File: src/rtl/booth_seq_mult_ctrl_if.sv
// booth_seq_mult_ctrl_if: start/busy/done handshake and operand/product bus for the Booth multiplier.
interface booth_seq_mult_ctrl_if #(parameter int WIDTH = 8);
    logic                 start;
    logic                 flush;
    logic [WIDTH-1:0]     in_a;
    logic [WIDTH-1:0]     in_b;
    logic                 busy;
    logic                 done;
    logic [2*WIDTH-1:0]   out_c;

    modport master (output start, flush, in_a, in_b, input busy, done, out_c);
    modport slave  (input start, flush, in_a, in_b, output busy, done, out_c);
endinterface

File: src/rtl/booth_seq_mult_ctrl.sv
// booth_seq_mult_ctrl: sequential radix-2 Booth multiplier, one add/sub-and-shift step per clock.
module booth_seq_mult_ctrl #(
    parameter int WIDTH = 8
) (
    input  logic                  clk,
    input  logic                  rst_n,
    booth_seq_mult_ctrl_if.slave  bus
);
    localparam int CW = $clog2(WIDTH);

    typedef enum logic [1:0] {IDLE, RUN, DONE} state_t;

    state_t               state_q, state_d;
    logic [WIDTH:0]       a_q, a_d, q_q, q_d;
    logic [WIDTH-1:0]     m_q, m_d;
    logic [CW-1:0]        cnt_q, cnt_d;
    logic [2*WIDTH-1:0]   out_q, out_d;
    logic [WIDTH:0]       m_ext, sum, a_sh, q_sh;
    logic                 accept, last;

    // A carries one guard bit so A - (-2^(WIDTH-1)) cannot overflow
    always_comb begin
        m_ext   = {m_q[WIDTH-1], m_q};
        sum     = (q_q[1:0] == 2'b01) ? a_q + m_ext :
                  (q_q[1:0] == 2'b10) ? a_q - m_ext : a_q;
        a_sh    = {sum[WIDTH], sum[WIDTH:1]};
        q_sh    = {sum[0], q_q[WIDTH:1]};
        last    = cnt_q == CW'(WIDTH - 1);
        accept  = bus.start && !bus.flush && state_q != RUN;
        state_d = state_q;
        a_d     = a_q;
        q_d     = q_q;
        m_d     = m_q;
        cnt_d   = cnt_q;
        out_d   = out_q;
        if (bus.flush) begin
            state_d = IDLE;
        end else if (accept) begin
            state_d = RUN;
            m_d     = bus.in_b;
            q_d     = {bus.in_a, 1'b0};
            a_d     = '0;
            cnt_d   = '0;
        end else if (state_q == RUN) begin
            a_d   = a_sh;
            q_d   = q_sh;
            cnt_d = cnt_q + 1'b1;
            if (last) begin
                state_d = DONE;
                out_d   = {a_sh[WIDTH-1:0], q_sh[WIDTH:1]};
            end
        end else begin
            state_d = IDLE;
        end
    end

    always_ff @(posedge clk or negedge rst_n) begin
        if (!rst_n) begin
            state_q <= IDLE;
            a_q     <= '0;
            q_q     <= '0;
            m_q     <= '0;
            cnt_q   <= '0;
            out_q   <= '0;
        end else begin
            state_q <= state_d;
            a_q     <= a_d;
            q_q     <= q_d;
            m_q     <= m_d;
            cnt_q   <= cnt_d;
            out_q   <= out_d;
        end
    end

    assign bus.busy  = state_q == RUN;
    assign bus.done  = state_q == DONE;
    assign bus.out_c = out_q;
endmodule
File: src/flat_wrapper.sv
// flat-port wrapper written by rule: the top's interface ports become plain ports
module booth_seq_mult_ctrl_flat 
#(
    parameter int WIDTH = 8
)
  (clk, rst_n, bus_start, bus_flush, bus_in_a, bus_in_b, bus_busy, bus_done, bus_out_c);
  booth_seq_mult_ctrl_if #(.WIDTH(WIDTH)) bus_i ();
  input  logic clk;
  input  logic rst_n;
  input wire logic [$bits(bus_i.start)-1:0] bus_start;
  input wire logic [$bits(bus_i.flush)-1:0] bus_flush;
  input wire logic [$bits(bus_i.in_a)-1:0] bus_in_a;
  input wire logic [$bits(bus_i.in_b)-1:0] bus_in_b;
  output wire logic [$bits(bus_i.busy)-1:0] bus_busy;
  output wire logic [$bits(bus_i.done)-1:0] bus_done;
  output wire logic [$bits(bus_i.out_c)-1:0] bus_out_c;
  assign bus_i.start = bus_start;
  assign bus_i.flush = bus_flush;
  assign bus_i.in_a = bus_in_a;
  assign bus_i.in_b = bus_in_b;
  assign bus_busy = bus_i.busy;
  assign bus_done = bus_i.done;
  assign bus_out_c = bus_i.out_c;
  booth_seq_mult_ctrl #(.WIDTH(WIDTH)) u_core (.clk(clk), .rst_n(rst_n), .bus(bus_i));
endmodule
File: config.mk
export PLATFORM = sky130hd
export DESIGN_NAME = booth_seq_mult_ctrl_flat
export DESIGN_NICKNAME = d
export VERILOG_FILES = /design/src/rtl/booth_seq_mult_ctrl_if.sv /design/src/rtl/booth_seq_mult_ctrl.sv /design/src/flat_wrapper.sv
export SDC_FILE = /design/constraint.sdc
export NUM_CORES = 1
export LEC_CHECK = 0
export CORE_MARGIN = 8
export CORE_UTILIZATION = 62
export CTS_BUF_LIST = sky130_fd_sc_hd__clkbuf_4
export DETAILED_ROUTE_END_ITERATION = 10
export PLACE_DENSITY_LB_ADDON = 0.2
export SLEW_MARGIN = 10
export SYNTH_ARGS = -nofsm -noshare
export SYNTH_HDL_FRONTEND = slang
export SYNTH_SLANG_ARGS = --single-unit
export TNS_END_PERCENT = 5
File: constraint.sdc
create_clock -name clk -period 5.7 [get_ports clk]
set_input_delay 1.14 -clock clk [delete_from_list [all_inputs] [get_ports clk]]
set_output_delay 1.14 -clock clk [all_outputs]
set_load 0.01 [all_outputs]
[After elaboration in Yosys (flattened, before gate mapping)]
Index checks and enable logic that the tools add are counted.
Word-level totals
  bits in registers: 47
  bits of input ports: 20
  output and inout port bits: 18
Operators by class
  add/subtract/negate cells: 3
  equality and inequality tests: 7
  mux-type cells: 12
  bitwise logic cells: 2
  reductions and logical operators: 7
Operators by type and width (count)
  9-bit 2-to-1 mux: 6
  9-bit adder: 1
  9-bit subtractor: 1
  2-bit 2-to-1 mux: 4
  3-bit 2-to-1 mux: 2
  2-bit by 1-bit equality test with 1-bit output (second input constant): 2
  2-bit equality test (second input constant): 2
  4-bit by 2-bit inequality test with 1-bit output (second input constant): 1
  2-bit AND reduction: 2
  4-bit AND reduction: 1
  3-bit by 1-bit adder with 3-bit output (second input constant): 1
  3-bit equality test (second input constant): 1
  1-bit logical AND: 2
  2-bit by 1-bit inequality test with 1-bit output (second input constant): 1
  1-bit inverter: 2
  2-bit nonzero test: 1
  1-bit logical NOT: 1

[Logic depth before layout (Yosys ltp)]
Gate-level depths: netlist of the first run.
  word-level depth: 5
  gate-level depth with buffers: 9
  depth with buffers taken out: 9

[Least setup slack after synthesis of the first run]
OpenSTA, ideal clock, no wires.
  path kind: input-to-reg
  start: input bus_flush
  end: register u_core.out_q[15], in the netlist u_core.bus.out_c[15]
  library setup time: 0.125 ns
  arrival time: 2.087 ns
  path slack: 3.488 ns
  stages on the path: 4
  buffers on the path: 0
  path through: nor3b_4 > nand2_2 > inv_2 > mux2_2
On the way
  longest elaborated chain between the ends: 5
  elaborated cells on any way between the ends: 6
  classes of those cells: bitwise: 2; reduce/logical: 4
Ends and longest elaborated chain
  start, declared: RTL line flat_wrapper.sv:11  | input wire logic [$bits(bus_i.flush)-1:0] bus_flush;
  1-bit logical NOT: RTL line booth_seq_mult_ctrl.sv:29  | accept = bus.start && !bus.flush && state_q != RUN;
  1-bit logical AND (2 in a row): RTL line booth_seq_mult_ctrl.sv:29
  1-bit inverter (no source line)
  4-bit AND reduction (no source line) *
  end signal, assigned: RTL line booth_seq_mult_ctrl.sv:71  | out_q <= out_d;
  end, declared: RTL line booth_seq_mult_ctrl.sv:17  | logic [2*WIDTH-1:0] out_q, out_d;
Mark *: on every way between the ends. The rest lies on a longest branch, timed or not.
A chain may end at the register's enable or synchronous reset.

[Final worst setup path of the first run]
  start: register u_core.state_q[1]
  end: output bus_busy
On the way
  longest elaborated chain between the ends: 1
Ends and longest elaborated chain
  start, declared: RTL line booth_seq_mult_ctrl.sv:13  | state_t state_q, state_d;
  start signal, assigned: RTL line booth_seq_mult_ctrl.sv:66  | state_q <= state_d;
  2-bit by 1-bit equality test with 1-bit output: RTL line booth_seq_mult_ctrl.sv:75  | assign bus.busy = state_q == RUN;
  end, declared: RTL line flat_wrapper.sv:14  | output wire logic [$bits(bus_i.busy)-1:0] bus_busy;
No other way between the ends.

==> results by group, run 1 <==
Status
  • Outcome: finished, final reports clean

Floorplan
  • Core ar.: between 0.004 and 0.005 mm^2
  • Die Width: about 84 um
  • Starting Density: between 60% and 70%
  • Die ar.: between 0.007 and 0.008 mm^2
  • Std-Cell Rows: 25
  • Ports: 38
  • Die height: approximately 84 um

Setup path
  • CP max FO: 13
  • Worst setup SP type: register
  • CP Capture Type: output pin
  • Data required, critical path: 4.56 ns
  • Crit path arrival time: around 2.1 ns
  • Critical path class: reg -> out

CTS
  • Hold_buf cts: 0
  • CTS resizes: 0
  • Setup bufs post-CTS: 0
  • Clk sinks: 46
  • H-Tree Depth: 2
  • CTS tree: yes
  • Clock transition at the registers of the reported paths: ~0.13 ns
  • CTS root buf: clkbuf_4
  • Longest Clk Path Bufs: 2
  • Skew-Pair Late Insertion Delay: 0.36 ns
  • Total CTS buffers: 5

Route
  • TritonRoute pass-1 iters: 5
  • Via count: between 2000 and 2500
  • DR DRC count: 0
  • Wirelength, routed: about 6500 um
  • DRT iter0 DRCs: approximately 260
  • DR WL/cell: roughly 17 um
  • Antenna-violating nets left: 0
  • Average via count per standard cell: ~6.0

Pwr
  • Psw: 0.000433 W
  • Power Density: 321 mW/mm^2
  • Cell Int Power: about 0.00063 W
  • Net Sw Frac: between 40% and 50%
  • LEAKAGE: approximately 1.5 nW
  • Maximum VDD drop: about 0.18 mV
  • Clock power frac: between 15 and 20%
  • Seq pwr share: about two fifths
  • Combinational share of power: approximately 44%

Yosys
  • FFs w/ async S/R, synth: 100%
  • Post-Synth XOR/XNOR Area: about 1.3%
  • Cell Area, Synth: 0.00290 mm^2
  • Avg Cell Area, Syn: ~9.4 um^2
  • Post-Synth Adder-Cell Area: under 10%
  • Top cells by count, synth: nand2_1, dfrtp_1, ha_1, o21ai_0, nor2_1
  • Ys flop type: dfrtp_1
  • Yosys reg bits: 46
  • Yosys top cell by area: dfrtp_1
  • Post-synth EDFFs: 0
  • Area contributors post-synth: dfrtp_1, ha_1, nand2_1
  • Seq/Total Area, Yosys: between 30 and 40%
  • Post-Synthesis Cells: just over 300
  • Syn. warnings: 0
  • Multiplexer share of the synthesized area: ~2.6%
  • Top-area cell type share of the netlist area: around two fifths
  • Simple-gate portion of the synthesized area: around a fifth
  • Most frequent cell after synthesis: nand2_1
  • Unique cell type count in the Yosys netlist: 57
  • Post-synthesis compound-gate area fraction: 22.8%
  • Syn_nets: 350
  • Largest family of logic cells by synthesized area: compound AO/OA/AOI/OAI gates

Timing
  • Rel. slew slack: between 30% and 40%
  • Final Setup Violations: 0
  • Final Worst Setup Slack: 2.42 ns
  • Final Cycle Share: around 58%
  • Post-Route Setup TNS: 0 ns
  • Max-slew violations: 0
  • Minimum clock period: roughly 3.3 ns
  • Top achievable clock speed: approximately 0.30 GHz
  • Final Hold Fails: 0
  • Worst-margin pin slew: 1.03 ns
  • RSZ-0062 raised after global routing: no
  • Worst Skew: 0.0133 ns

Cells and area
  • Share of cells above drive strength 1: around 6.8%
  • ANT cells: 0
  • Synth-to-layout area growth: 13.5%
  • # fillers: between 300 and 400
  • Final Cell Area: about 0.0033 mm^2
  • Nets: around 380

Run
  • Maxcap violations: 0

Place
  • Area after DPL: around 0.0032 mm^2
  • Detailed placement HPWL: roughly 4800 um
  • Place WS: between 2 and 2.5 ns
  • Port buffer count: 37
  • GPL Wtd Cong: about 0.9

GRT
  • Total GRT Usage: 18.5%
  • Total grt overflow: 0
  • Number of global-route vias before repair: approximately 2300
  • Initial antenna violation count: 0
  • First-pass GRT wire length: approximately 11000 um
  • Largest net degree at the start of global routing: between 40 and 50

Hold path
  • Hold WC Path Type: reg -> reg
==> kinds of logic (layout without fill, tap and decap cells) <==
group	Yosys count	in the layout
AND/OR/NAND/NOR	112	112
flip-flops	46	46
multiplexers	7	7
AO/OA/AOI/OAI	93	93
buffers and inverters	30	59
XOR/XNOR	2	2
adder cells (fa/ha/maj)	20	20
==> layout make-up <==
class / count / area [um^2] / area share [%]
inverter: 13 / 48.8 / 1.48
sequential: 46 / 1150 / 34.9
timing repair buffer: 38 / 373 / 11.3
clock buffer: 6 / 45.0 / 1.37
tap: 54 / 67.6 / 2.05
multi-input combinational: 234 / 1600 / 48.4
clock inverter: 2 / 13.8 / 0.418
==> flip-flops by register name (all words and copies together), names as in the netlist <==
| register | flops |
|---|---|
| u_core.a_q | 8 |
| u_core.bus.out_c | 16 |
| u_core.cnt_q | 3 |
| u_core.m_q | 8 |
| u_core.q_q | 9 |
| u_core.state_q | 2 |
==> power by group through the flow <==
stage                     logic, W  clock network [W]  registers (W)
after floorplan           0.000386                  0       0.000414
after global placement    0.000448                  0       0.000438
after detailed placement  0.000458                  0       0.000440
after CTS                 0.000463           0.000163       0.000433
after global routing      0.000518           0.000173       0.000443
final                     0.000465           0.000160       0.000434
==> worst max-delay path, stage by stage (launching register included) <==
cell and delay [ns]:
dfrtp_1 0.44, nor2b_1 0.66, clkdlybuf4s50_1 0.69
==> placed cells by master, fill, tap and decap left out, types with 2 or more instances in the layout <==
cell / instances
nand2_1: 52
dfrtp_1: 46
clkdlybuf4s50_1: 36
ha_1: 18
o21ai_0: 17
nor2_1: 14
inv_1: 12
a21oi_1: 12
o21ai_1: 12
nor2b_1: 11
a22oi_1: 8
nor3_1: 7
nor3b_1: 7
a22o_1: 7
clkbuf_4: 6
nand2b_1: 4
nand3_1: 4
a211oi_1: 4
a31oi_1: 4
and3_1: 4
a21o_1: 3
mux2i_1: 3
mux2_2: 3
a221o_1: 2
o22a_1: 2
and2b_1: 2
a311oi_1: 2
o21a_1: 2
o211ai_1: 2
o31a_1: 2
o31ai_1: 2
o22ai_1: 2
fa_1: 2
==> per-layer routing <==
metal | global-route usage, % | up-vias | wire [um]
li1 | - | 1163 | -
met1 | 23.9 | 1136 | 2930
met2 | 30.5 | 55 | 3200
met3 | 4.29 | 4 | 340
met4 | 4.53 | 0 | 44
met5 | 0 | - | 0
==> through the flow <==
| stage | total power [W] | hold slack [ns] | utilization, % | std cells |
|---|---|---|---|---|
| after floorplan | 0.000800 | 0.458 | - | 310 |
| final | 0.00106 | 0.495 | 71.2 | 393 |
| after global routing | 0.00113 | 0.517 | 71.2 | 393 |
| after detailed placement | 0.000899 | 0.467 | 69.9 | 385 |
| after CTS | 0.00106 | 0.498 | 71.2 | 393 |
| after global placement | 0.000886 | 0.458 | 69.9 | 385 |
==> path summary, 6_finish.rpt <==
path                                      from                   to  slack [ns]  cells after the start
setup / recovery             u_core.state_q[1]             bus_busy        2.42                      2
max in group asynchronous                rst_n        u_core.a_q[3]        4.12                      1
hold reg to reg            u_core.bus.out_c[0]  u_core.bus.out_c[0]        0.49                      2
setup reg to reg             u_core.state_q[1]        u_core.a_q[3]        3.26                      6
min in group asynchronous                rst_n        u_core.m_q[3]        0.93                      1
hold / removal             u_core.bus.out_c[0]  u_core.bus.out_c[0]        0.49                      2
Power figures use the tool's default switching activity.
==> inputs of run 2 (changes only) <==
Settings changed: CORE_UTILIZATION 62 to 57.
Clock period 5.7 ns to 3.2 ns, I/O delays scaled along.
==> results by group, run 2 (synthesis gave the netlist of run 1 again) <==
GRT
  • First-pass GRT wire length: 11300 um (+3.5%)
  • Initial antenna violation count: 0 (unchanged)
  • Number of global-route vias before repair: 2361 (+2.6%)
  • Total grt overflow: 0 (unchanged)
  • Largest net degree at the start of global routing: 47 (unchanged)
  • Total GRT Usage: 18.5% (-0.046 points)

Setup path
  • Critical path class: reg -> out
  • CP max FO: 4 (-9)
  • Crit path arrival time: 1.67 ns (-0.47 ns)
  • Data required, critical path: 2.56 ns (-2.00 ns)
  • CP Capture Type: output pin
  • Worst setup SP type: register

Route
  • TritonRoute pass-1 iters: 5 (unchanged)
  • DR DRC count: 0 (unchanged)
  • Average via count per standard cell: 5.78 (-3.7%)
  • Antenna-violating nets left: 0 (unchanged)
  • DRT iter0 DRCs: 202 (-21%)
  • DR WL/cell: 15.9 um (-4.0%)
  • Wirelength, routed: 6580 um (+1.1%)
  • Via count: 2392 (+1.4%)

Timing
  • Minimum clock period: approximately 2.3 ns
  • RSZ-0062 raised after global routing: no
  • Top achievable clock speed: approximately 0.43 GHz
  • Final Setup Violations: 0 (unchanged)
  • Final Hold Fails: 0 (unchanged)
  • Post-Route Setup TNS: 0 ns (unchanged)
  • Final Cycle Share: ~72%
  • Worst Skew: 0.0139 ns (+0.000642 ns)
  • Worst-margin pin slew: 1.03 ns (+0.00741 ns)
  • Max-slew violations: 0 (unchanged)
  • Hold_ws: 0.421 ns (-0.0738 ns)
  • Rel. slew slack: 31.1% (-0.49 points)

Floorplan
  • Die ar.: 0.00763 mm^2 (+7.1%)
  • Ports: 38 (unchanged)
  • Std-Cell Rows: 26 (+4.0%)
  • Core ar.: 0.00501 mm^2 (+8.2%)
  • Die Width: 87.4 um (+3.5%)
  • Starting Density: 57.9% (-4.8 points)
  • Die height: 87.4 um (+3.5%)

Cells and area
  • Share of cells above drive strength 1: 8.14% (+1.4 points)
  • Most common cell after layout, fill and taps aside: nand2_1
  • Max FFs per register: 16 (unchanged)
  • ANT cells: 0 (unchanged)
  • # fillers: 434 (+15%)
  • Synth-to-layout area growth: 15.6%
  • Nets: 383 (+1.3%)
  • Final Core Density: 67.0% (-4.2 points)
  • Fin cells: 414 (+5.3%)
  • Commonest non-fill, non-tap cells in the layout: nand2_1, dfrtp_1, clkdlybuf4s50_1, ha_1, o21ai_0

Pwr
  • Cell Int Power: 0.00111 W (+78%)
  • Combinational share of power: 43.6% (-0.3 points)
  • Power Density: 567 mW/mm^2 (+77%)
  • Net Sw Frac: 41.5% (+0.61 points)
  • Maximum VDD drop: 0.311 mV (+75%)
  • LEAKAGE: 1.53 nW (+1.1%)
  • Seq pwr share: 40.6% (-0.4 points)
  • Pwr Total: 0.00190 W (+80%)
  • Psw: 0.000791 W (+83%)
  • Clock power frac: 15.8% (+0.7 points)

Status
  • Outcome: finished, final reports clean

CTS
  • CTS root buf: clkbuf_4
  • Clock transition at the registers of the reported paths: 0.16 ns (+0.03 ns)
  • Skew-Pair Late Insertion Delay: 0.37 ns (about the same)
  • CTS tree: yes
  • CTS resizes: 0 (unchanged)
  • Clk sinks: 46 (unchanged)
  • Total CTS buffers: 5 (unchanged)
  • Longest Clk Path Bufs: 2 (unchanged)
  • Hold_buf cts: 0 (unchanged)
  • H-Tree Depth: 2 (unchanged)
  • Setup bufs post-CTS: 0 (unchanged)

Run
  • Maxcap violations: 0 (unchanged)

Place
  • Port buffer count: 37 (unchanged)
  • GPL Wtd Cong: 0.907 (+1.9%)
  • Detailed placement HPWL: 4890 um (+1.4%)
  • Dpl cells: 406 (+5.5%)

Hold path
  • Hold WC Path Type: in -> async
[run 2: power groups by stage]
stage | Sequential [W] | Combinational, W | Clock (W)
2_1_floorplan | 0.000738 | 0.000687 | 0
3_3_place_gp | 0.000781 | 0.000804 | 0
3_5_place_dp | 0.000784 | 0.000825 | 0
4_1_cts | 0.000772 | 0.000830 | 0.000306
5_1_grt | 0.000788 | 0.000932 | 0.000325
6_report | 0.000772 | 0.000831 | 0.000301
[run 2: worst paths after layout]
check                               startpoint                    to  slack [ns]  depth (start not counted)
min reg2reg                u_core.bus.out_c[7]   u_core.bus.out_c[7]        0.50                          2
max                          u_core.state_q[1]              bus_busy        0.89                          2
max reg2reg                      u_core.a_q[0]  u_core.bus.out_c[13]        0.94                          9
min in group clk           u_core.bus.out_c[7]   u_core.bus.out_c[7]        0.50                          2
min                                      rst_n         u_core.m_q[3]        0.42                          1
max in group asynchronous                rst_n         u_core.a_q[3]        2.13                          1
[run 2: layer usage]
metal	vias up	track usage, %	wire [um]
met1	1146	24.0	3020
met2	64	30.1	3130
met3	15	3.49	299
met4	0	5.94	131
li1	1167	-	-
met5	-	0	0
[run 2: metrics by stage]
step	worst slack (ns)	area, um^2
final	0.886	3360
after global routing	0.739	3360
after CTS	0.877	3360
after detailed placement	0.774	3290
after global placement	0.822	3290
after floorplan	1.20	2900
[run 2: cell type report]
class	instances	area (um^2)	share of cell area [%]
flip-flops and latches	46	1150	34.3
clock inverters	3	23.8	0.708
repair buffers	43	410	12.2
multi-input cells	234	1600	47.6
clock buffers	5	37.5	1.12
inverters	13	48.8	1.45
well taps	70	87.6	2.61
[run 2: worst max-delay path, stage by stage (launching register included)]
cell and delay [ns]:
dfrtp_1 0.44, nor2b_1 0.26, clkdlybuf4s50_1 0.61
==> inputs of run 3 (changes only) <==
Clock period 3.2 ns to 2.2 ns, I/O delays scaled along.
==> results by group, run 3 (synthesis gave the netlist of run 1 again) <==
Pwr
  • Seq pwr share: 37.7% (-2.9 points)
  • Psw: 0.00120 W (+52%)
  • Power Density: 843 mW/mm^2 (+49%)
  • Cell Int Power: 0.00173 W (+56%)
  • Maximum VDD drop: 0.432 mV (+39%)
  • Combinational share of power: 47.6% (+4.0 points)
  • LEAKAGE: 1.61 nW (+5.3%)
  • Net Sw Frac: 40.9% (-0.60 points)
  • Clock power frac: 14.7% (-1.1 points)

Hold path
  • Hold WC Path Type: in -> async

Setup path
  • CP Capture Type: register
  • Cell family with most CP delay: compound AO/OA/AOI/OAI gates
  • Slowest-stage cell, CP: dfrtp_1
  • Data required, critical path: 2.51 ns (-0.05 ns)
  • CP Launch Point: u_core.a_q[0]
  • CP max FO: 3 (-1)
  • FF-to-FF Start: u_core.a_q[0]
  • WP buf/inv: 2 (+1)
  • Worst setup SP type: register
  • Critical path class: reg -> reg
  • Worst path max stage delay: 0.42 ns (-0.19 ns)
  • Crit path arrival time: 2.53 ns (+0.86 ns)
  • Crit-path cells: inv_1 > ha_2 > inv_2 > fa_2 > a21o_1 > a221oi_2 > mux2i_1 > o211ai_1 > o21ai_1

Run
  • Maxcap violations: 0 (unchanged)

Floorplan
  • Std-Cell Rows: 26 (unchanged)
  • Die height: 87.4 um (unchanged)
  • Starting Density: 57.9% (unchanged)
  • Ports: 38 (unchanged)
  • Die ar.: 0.00763 mm^2 (unchanged)
  • Core ar.: 0.00501 mm^2 (unchanged)
  • Die Width: 87.4 um (unchanged)

GRT
  • Total grt overflow: 0 (unchanged)
  • Total GRT Usage: 19.6% (+1.1 points)
  • Largest net degree at the start of global routing: 47 (unchanged)
  • Initial antenna violation count: 0 (unchanged)
  • GRT Max-Usage Layer: met2
  • Met3 Resource Use GR: 3.68% (+0.19 points)
  • First-pass GRT wire length: 11900 um (+5.3%)
  • M2 GR Usage: 33.1% (+3.0 points)
  • Number of global-route vias before repair: 2506 (+6.1%)
  • Met1 Resource Use GR: 24.8% (+0.86 points)

CTS
  • Clock transition at the registers of the reported paths: 0.15 ns (about the same)
  • Total CTS buffers: 5 (unchanged)
  • Hold_buf cts: 0 (unchanged)
  • CTS tree: yes
  • Clk sinks: 46 (unchanged)
  • CTS root buf: clkbuf_4
  • Skew-Pair Late Insertion Delay: 0.37 ns (about the same)
  • H-Tree Depth: 2 (unchanged)
  • Longest Clk Path Bufs: 2 (unchanged)

Cells and area
  • Synth-to-layout area growth: 20.0%
  • Share of cells above drive strength 1: 13.1% (+4.9 points)
  • Most common cell after layout, fill and taps aside: nand2_1
  • ANT cells: 0 (unchanged)
  • Commonest non-fill, non-tap cells in the layout: nand2_1, dfrtp_1, clkdlybuf4s50_1, buf_4, ha_1
  • Nets: 399 (+4.2%)
  • Max FFs per register: 16 (unchanged)
  • Final Cell Area: 0.00348 mm^2 (+3.8%)
  • Final Core Density: 69.5% (+2.5 points)

Timing
  • Final Setup Violations: 2 (+2)
  • Final Worst Setup Slack: -0.0275 ns (-0.913 ns)
  • Rel. slew slack: 54.7% (+24 points)
  • Top achievable clock speed: roughly 0.45 GHz
  • Max-slew violations: 0 (unchanged)
  • Final Cycle Share: 101%
  • Worst Skew: 0.0147 ns (+0.000792 ns)
  • Worst-margin pin slew: 0.680 ns (-0.354 ns)
  • RSZ-0062 raised after global routing: yes
  • Hold_ws: 0.123 ns (-0.298 ns)
  • Final Hold Fails: 0 (unchanged)
  • Minimum clock period: between 2 and 2.5 ns

Status
  • Outcome: finished, violations left
  • Failing checks: negative setup slack

Route
  • DRT iter0 DRCs: 313 (+55%)
  • Antenna-violating nets left: 0 (unchanged)
  • Wirelength, routed: 7170 um (+8.9%)
  • Via count: 2488 (+4.0%)
  • Average via count per standard cell: 5.79 (+0.14%)
  • DR DRC count: 0 (unchanged)
  • TritonRoute pass-1 iters: 5 (unchanged)
  • DR WL/cell: 16.7 um (+4.8%)

Place
  • Port buffer count: 37 (unchanged)
  • Place WS: -0.0637 ns (-0.837 ns)
  • Area after DPL: 0.00339 mm^2 (+3.0%)
  • Detailed placement HPWL: 5230 um (+6.9%)
  • GPL Wtd Cong: 0.980 (+8.1%)
run 3: repair_timing:
| action | CTS | global route |
|---|---|---|
| gates resized for setup | 1 | 3 |
| endpoints found under the setup margin | 2 | 5 |
| gates cloned | 0 | 0 |
| pin swaps | 2 | 1 |
| buffers inserted | 2 | 1 |
run 3: final cells by class:
class | instances | area, um^2
clock inverter | 3 | 25.0
clock buffer | 5 | 37.5
sequential | 46 | 1150
multi-input combinational | 234 | 1600
inverter | 13 | 48.8
timing repair buffer | 59 | 531
tap | 70 | 87.6
fill | 399 | 1530
run 3: worst paths after layout:
kind,end,slack (ns),depth (start not counted)
setup / recovery,u_core.bus.out_c[13],-0.03,9
hold / removal,u_core.m_q[2],0.12,2
setup reg to reg,u_core.bus.out_c[13],-0.03,9
hold reg to reg,u_core.bus.out_c[4],0.50,2
max in group asynchronous,u_core.bus.out_c[4],1.67,2
min in group clk,u_core.bus.out_c[4],0.50,2
run 3: power by group through the flow:
stage / registers [W] / clock network [W] / logic [W]
2_1_floorplan: 0.00107 / 0 / 0.00100
3_3_place_gp: 0.00111 / 0 / 0.00129
3_5_place_dp: 0.00112 / 0 / 0.00132
4_1_cts: 0.00111 / 0.000444 / 0.00136
5_1_grt: 0.00112 / 0.000475 / 0.00154
6_report: 0.00111 / 0.000433 / 0.00140
run 3: through the flow:
stage / setup TNS [ns] / instances / power [W]
final: -0.0330 / 430 / 0.00294
after global routing: -0.373 / 430 / 0.00314
after CTS: -0.0112 / 429 / 0.00291
after detailed placement: -0.0829 / 419 / 0.00244
after global placement: 0 / 419 / 0.00240
after floorplan: 0 / 310 / 0.00207
run 3: metal layers:
layer | up-vias | wire length (um)
li1 | 1194 | -
met1 | 1214 | 3170
met2 | 70 | 3570
met3 | 10 | 313
met4 | 0 | 109
met5 | - | 0
